File: config.mk
export PLATFORM = sky130hd
export DESIGN_NAME = sccb_target
export DESIGN_NICKNAME = d
export VERILOG_FILES = /design/src/rtl/sccb_target.sv
export SDC_FILE = /design/constraint.sdc
export NUM_CORES = 2
export LEC_CHECK = 0
export ABC_AREA = 0
export CORE_MARGIN = 10
export CORE_UTILIZATION = 39
export CTS_CLUSTER_SIZE = 16
export DETAILED_ROUTE_END_ITERATION = 10
export DONT_BUFFER_PORTS = 1
export GPL_ROUTABILITY_DRIVEN = 1
export SYNTH_ARGS = -nofsm -noshare
export SYNTH_HDL_FRONTEND = slang
export SYNTH_SLANG_ARGS = --single-unit
File: constraint.sdc
create_clock -name clk50 -period 9.85 [get_ports clk50]
set_input_delay 0 -clock clk50 [delete_from_list [all_inputs] [get_ports clk50]]
set_output_delay 0 -clock clk50 [all_outputs]
set_load 0.03 [all_outputs]
File: src/rtl/sccb_target.sv
// sccb_target: SCCB slave exposing a 256 x 8 register file, a host readback port and a write strobe.
// Define SCCB_TARGET_ACK_EN to drive an I2C-style ACK in the 9th slot after matched ID/SUB/WDATA bytes.
module sccb_target (
   input  logic       clk50,
   input  logic       reset,
   input  logic       sio_c,
   input  logic       sio_d_in,
   output logic       sio_d_oe,
   output logic       wr_valid,
   output logic [7:0] wr_addr,
   output logic [7:0] wr_data,
   output logic       busy,
   input  logic [7:0] host_addr,
   output logic [7:0] host_rdata
);

   localparam logic [7:0] DEVICE_ID = 8'h42;

`ifdef SCCB_TARGET_ACK_EN
   localparam logic ACK_EN = 1'b1;
`else
   localparam logic ACK_EN = 1'b0;
`endif

   localparam logic [3:0] S_IDLE      = 4'd0;
   localparam logic [3:0] S_ID        = 4'd1;
   localparam logic [3:0] S_ID_ACK    = 4'd2;
   localparam logic [3:0] S_SUB       = 4'd3;
   localparam logic [3:0] S_SUB_ACK   = 4'd4;
   localparam logic [3:0] S_WDATA     = 4'd5;
   localparam logic [3:0] S_WDATA_ACK = 4'd6;
   localparam logic [3:0] S_RDATA     = 4'd7;
   localparam logic [3:0] S_RDATA_ACK = 4'd8;
   localparam logic [3:0] S_IGNORE    = 4'd9;

   logic       scl_s1_q, scl_s2_q, scl_h_q;
   logic       sda_s1_q, sda_s2_q, sda_h_q;
   logic       scl_rise, scl_fall, start_det, stop_det;

   logic [3:0] state_q, state_d;
   logic [2:0] cnt_q, cnt_d;
   logic [6:0] shift_q, shift_d;
   logic       ackr_q, ackr_d;
   logic       rd_id_q, rd_id_d;
   logic [7:0] ptr_q, ptr_d;
   logic       oe_q, oe_d;
   logic       busy_q, busy_d;
   logic       wr_valid_q;
   logic [7:0] wr_addr_q, wr_data_q;
   logic [7:0] host_rdata_q;
   logic       commit;
   logic [7:0] byte_in;
   logic [7:0] rd_byte;

   logic [7:0] regfile [256];

   // Synchronizers idle high so a reset never fabricates a START/STOP edge.
   always_ff @(posedge clk50) begin
      if (reset) begin
         scl_s1_q <= 1'b1;
         scl_s2_q <= 1'b1;
         scl_h_q  <= 1'b1;
         sda_s1_q <= 1'b1;
         sda_s2_q <= 1'b1;
         sda_h_q  <= 1'b1;
      end else begin
         scl_s1_q <= sio_c;
         scl_s2_q <= scl_s1_q;
         scl_h_q  <= scl_s2_q;
         sda_s1_q <= sio_d_in;
         sda_s2_q <= sda_s1_q;
         sda_h_q  <= sda_s2_q;
      end
   end

   assign scl_rise  = scl_s2_q & ~scl_h_q;
   assign scl_fall  = ~scl_s2_q & scl_h_q;
   assign start_det = scl_s2_q & scl_h_q & sda_h_q & ~sda_s2_q;
   assign stop_det  = scl_s2_q & scl_h_q & ~sda_h_q & sda_s2_q;

   assign byte_in = {shift_q, sda_s2_q};
   assign rd_byte = regfile[ptr_q];

   always_comb begin
      state_d = state_q;
      cnt_d   = cnt_q;
      shift_d = shift_q;
      ackr_d  = ackr_q;
      rd_id_d = rd_id_q;
      ptr_d   = ptr_q;
      oe_d    = oe_q;
      busy_d  = busy_q;
      commit  = 1'b0;
      if (start_det) begin
         state_d = S_ID;
         cnt_d   = '0;
         ackr_d  = 1'b0;
         oe_d    = 1'b0;
         busy_d  = 1'b1;
      end else if (stop_det) begin
         state_d = S_IDLE;
         cnt_d   = '0;
         ackr_d  = 1'b0;
         oe_d    = 1'b0;
         busy_d  = 1'b0;
      end else begin
         case (state_q)
            S_ID, S_SUB, S_WDATA: begin
               if (scl_rise) begin
                  shift_d = byte_in[6:0];
                  cnt_d   = cnt_q + 3'd1;
                  if (cnt_q == 3'd7) begin
                     ackr_d = 1'b0;
                     if (state_q == S_ID) begin
                        if (byte_in[7:1] == DEVICE_ID[7:1]) begin
                           state_d = S_ID_ACK;
                           rd_id_d = byte_in[0];
                        end else begin
                           state_d = S_IGNORE;
                        end
                     end else if (state_q == S_SUB) begin
                        ptr_d   = byte_in;
                        state_d = S_SUB_ACK;
                     end else begin
                        commit  = ~reset;
                        state_d = S_WDATA_ACK;
                     end
                  end
               end
            end
            // First fall opens the 9th slot, the rise inside it arms ackr, the next fall closes it.
            S_ID_ACK, S_SUB_ACK, S_WDATA_ACK: begin
               if (scl_rise) begin
                  ackr_d = 1'b1;
               end else if (scl_fall) begin
                  if (!ackr_q) begin
                     oe_d = ACK_EN;
                  end else begin
                     ackr_d = 1'b0;
                     oe_d   = 1'b0;
                     if (state_q == S_ID_ACK) begin
                        if (rd_id_q) begin
                           state_d = S_RDATA;
                           cnt_d   = '0;
                           oe_d    = ~rd_byte[7];
                        end else begin
                           state_d = S_SUB;
                        end
                     end else if (state_q == S_SUB_ACK) begin
                        state_d = S_WDATA;
                     end else begin
                        state_d = S_IGNORE;
                     end
                  end
               end
            end
            S_RDATA: begin
               if (scl_rise) begin
                  cnt_d = cnt_q + 3'd1;
                  if (cnt_q == 3'd7) state_d = S_RDATA_ACK;
               end else if (scl_fall) begin
                  oe_d = ~rd_byte[3'd7 - cnt_q];
               end
            end
            S_RDATA_ACK: begin
               if (scl_fall) begin
                  oe_d = 1'b0;
               end else if (scl_rise) begin
                  if (sda_s2_q) begin
                     state_d = S_IGNORE;
                  end else begin
                     state_d = S_RDATA;
                     cnt_d   = '0;
                  end
               end
            end
            default: ;
         endcase
      end
   end

   always_ff @(posedge clk50) begin
      if (reset) begin
         state_q    <= S_IDLE;
         cnt_q      <= '0;
         shift_q    <= '0;
         ackr_q     <= 1'b0;
         rd_id_q    <= 1'b0;
         ptr_q      <= '0;
         oe_q       <= 1'b0;
         busy_q     <= 1'b0;
         wr_valid_q <= 1'b0;
         wr_addr_q  <= '0;
         wr_data_q  <= '0;
      end else begin
         state_q    <= state_d;
         cnt_q      <= cnt_d;
         shift_q    <= shift_d;
         ackr_q     <= ackr_d;
         rd_id_q    <= rd_id_d;
         ptr_q      <= ptr_d;
         oe_q       <= oe_d;
         busy_q     <= busy_d;
         wr_valid_q <= commit;
         if (commit) begin
            wr_addr_q <= ptr_q;
            wr_data_q <= byte_in;
         end
      end
   end

   always_ff @(posedge clk50) begin
      if (commit) regfile[ptr_q] <= byte_in;
   end

   // Nonblocking read alongside the write gives read-before-write on an address collision.
   always_ff @(posedge clk50) begin
      if (reset) host_rdata_q <= '0;
      else       host_rdata_q <= regfile[host_addr];
   end

   assign sio_d_oe   = oe_q;
   assign wr_valid   = wr_valid_q;
   assign wr_addr    = wr_addr_q;
   assign wr_data    = wr_data_q;
   assign busy       = busy_q;
   assign host_rdata = host_rdata_q;

endmodule

==> impl_metrics.csv <==
group,metric,value,unit
outcome,status,"finished with violations",
outcome,violations,"capacitance limit, slew limit",
sta,fin_crit_sh,0.593,
die,boundaryPins,39,
placement,place_area,101000,um^2
logic_synthesis,ys_seq_elements,2113,
route,wl_per_cell,39.3,um
logic_synthesis,synth_nets,4772,
critical_path,end_kind,"register",
layout,final_cells,8257,
sta,worstMarginPinSlew,1550,ps
logic_synthesis,ys_warn_count,0,
worst_hold_path,min_delay_worst_endpoint,"host_rdata[3]$_SDFF_PP0_",
power_and_ir_drop,power.density,171,nW/um^2
critical_path,crit_chain,"xor2_1, nand2_1, nand3_1, or4_1, clkinv_1, and3_1, nand3_2, nor2_1",
grt,first_global_vias,54300,
die,rows,183,
grt,grt-ovfl-total,0,
placement,gp_congestion,0.912,
die,core_area,249000,um^2
die,die_area,271000,um^2
route,drt_first_pass_iters,8,
critical_path,ff2ff_setup_slack,4010,ps
logic_synthesis,ys_seq_area_frac,0.642,
sta,rsz0062_at_grt,"no",
sta,hold_slack,90.8,ps
sta,worst_slack,4010,ps
sta,clock.fmax,171,MHz
cts,htree_levels,4,
die,start_util,0.393,
sta,slew_headroom,-0.0354,
critical_path,r2r-end,"regfile[31][3]$_DFFE_PP_",
layout,final_common_cell,"edfxtp_1",
critical_path,cp-startpoint,"sda_s2_q$_SDFF_PP1_",
flow_run,maxCapViolCount,1,
logic_synthesis,ys_types,70,
layout,drive_gt1_frac,0.354,
route,ant_nets,0,
logic_synthesis,async_flop_share,0,
cts,clkTransAtPathRegs,60,ps
power_and_ir_drop,p_leak,32.5,nW
layout,layout_common_cells,"2048 x edfxtp_1, 1209 x mux4_2, 305 x nor2_1",
critical_path,r2r_cells,8,
route,drc_errors,0,
logic_synthesis,synth-edff-count,2048,
route,drt_iter0_drc,8566,
critical_path,cp-start-kind,"register",
grt,grt_antenna_before_repair,24,
placement,place_ws,4170,ps
worst_hold_path,holdCritPathClass,"in2reg",
critical_path,cp_data_required_time,10350,ps
placement,dp_hpwl,200,mm
sta,worst_clock_skew,59.0,ps
sta,finalHoldViolCount,0,
critical_path,r2r_start,"sda_s2_q$_SDFF_PP1_",
sta,finalSetupViolCount,0,
placement,dp_cells,7824,
cts,clkLatencyLatePin,900,ps
cts,cts-root-buf,"clkbuf_16",
route,wirelength,325,mm
cts,cts_tree,"yes",
critical_path,critPathKind,"reg2reg",
critical_path,slowest_stage,"nor2_1",
logic_synthesis,synth.avg_cell_area,20.6,um^2
sta,min_period,5840,ps
grt,grtUsageTotal,0.234,
layout,fillers,21200,
critical_path,critPathMaxFanout,35,
placement,portBuffers,0,
worst_hold_path,min_from,"host_addr[6]",
die,dieWidth,521,um
layout,fin_area,109000,um^2
layout,fin_util,0.437,
cts,cts_setup_buffers,0,
route,num_vias,55100,
sta,fin_setup_tns,0,ps
sta,slew_viol_final,4,
worst_hold_path,holdPathStages,3,
grt,grt_pass1_wl,450,mm
critical_path,max_stage_delay,1110,ps
cts,postCtsResizedCells,0,
cts,clock_sink_count,2113,
power_and_ir_drop,vdd_drop_max,193,uV
power_and_ir_drop,power,18.7,mW
cts,cts_buffers,212,
logic_synthesis,synthesis.area,97800,um^2
logic_synthesis,postSynthCellCount,4755,
route,avgViaCountPerCell,6.67,
die,die_h,521,um
critical_path,worstPathArrival,6340,ps
logic_synthesis,ys.flop_type,"edfxtp_1",
layout,area_growth,11.3,%
grt,grt_max_degree,513,
layout,fin_nets,4749,
cts,clk_path_buf_depth,3,
what timing repair did:
action / in CTS / in global routing
setup endpoints to repair: 0 / 0
endpoints found under the hold margin: 64 / 0
hold buffers: 17 / 0
routing by layer:
metal	track usage	share of wire
met5	0	0.00013
met4	0.102	0.050
met3	0.0607	0.11
met2	0.358	0.46
met1	0.317	0.37
synth_stat cells, types with 28 or more instances:
master	count	area, um^2
a21oi_1	74	370
a22oi_1	75	563
buf_4	33	248
o22ai_1	28	175
nor3_1	29	145
clkbuf_1	184	691
nand3_1	36	180
buf_1	47	176
nor2_1	314	1180
buf_2	117	586
nor2b_1	35	219
dfxtp_1	65	1300
mux4_2	1209	27200
nand2_1	129	484
edfxtp_1	2048	61500
mux2i_1	101	1010
cells by family (layout without fill, tap and decap cells):
| family | Yosys count | count (layout) | synth area share |
|---|---|---|---|
| xor+xnor | 1 | 1 | 0.0000896 |
| other cells | 0 | 13 | 0 |
| simple gates | 621 | 621 | 0.0279 |
| fa+ha+maj | 6 | 6 | 0.000742 |
| compound gates | 290 | 290 | 0.0205 |
| buf+inv | 398 | 557 | 0.0182 |
| mux | 1326 | 1326 | 0.291 |
| flops | 2113 | 2113 | 0.642 |
flip-flops by register name, indices dropped and copies added, names as in the netlist, 3 cells and up, named ones only:
signal	flops
cnt_q	3
host_rdata	8
ptr_q	8
regfile	2048
shift_q	7
state_q	4
wr_addr	8
wr_data	8
worst max-delay path: cells and delay by family, from the launching register on:
kind	cells	cell delay, ps
buf+inv	1	510
xor+xnor	1	170
simple gates	6	4020
flops	1	690
worst max path at each step:
stage	cells past startpoint	to
floorplan	11	regfile[219][0]$_DFFE_PP_
global placement	8	regfile[31][3]$_DFFE_PP_
detailed placement	8	regfile[31][3]$_DFFE_PP_
CTS	8	regfile[31][3]$_DFFE_PP_
global route	8	regfile[31][6]$_DFFE_PP_
finish	8	regfile[31][3]$_DFFE_PP_
layout make-up:
type	instances	area, um^2	area share
inverters	14	55.1	0.000506
multi-input cells	2244	33300	0.306
clock inverters	131	1430	0.0132
flip-flops and latches	2113	62900	0.577
well taps	3330	4170	0.0383
clock buffers	265	5620	0.0516
diodes	13	32.5	0.000299
repair buffers	147	1420	0.0130
power breakdown:
part           switching (mW)  internal (mW)
combinational           0.328          0.329
sequential             0.0160           9.72
clock                    3.60           4.67
total                    3.94           14.7
Power figures use the tool's default switching activity.
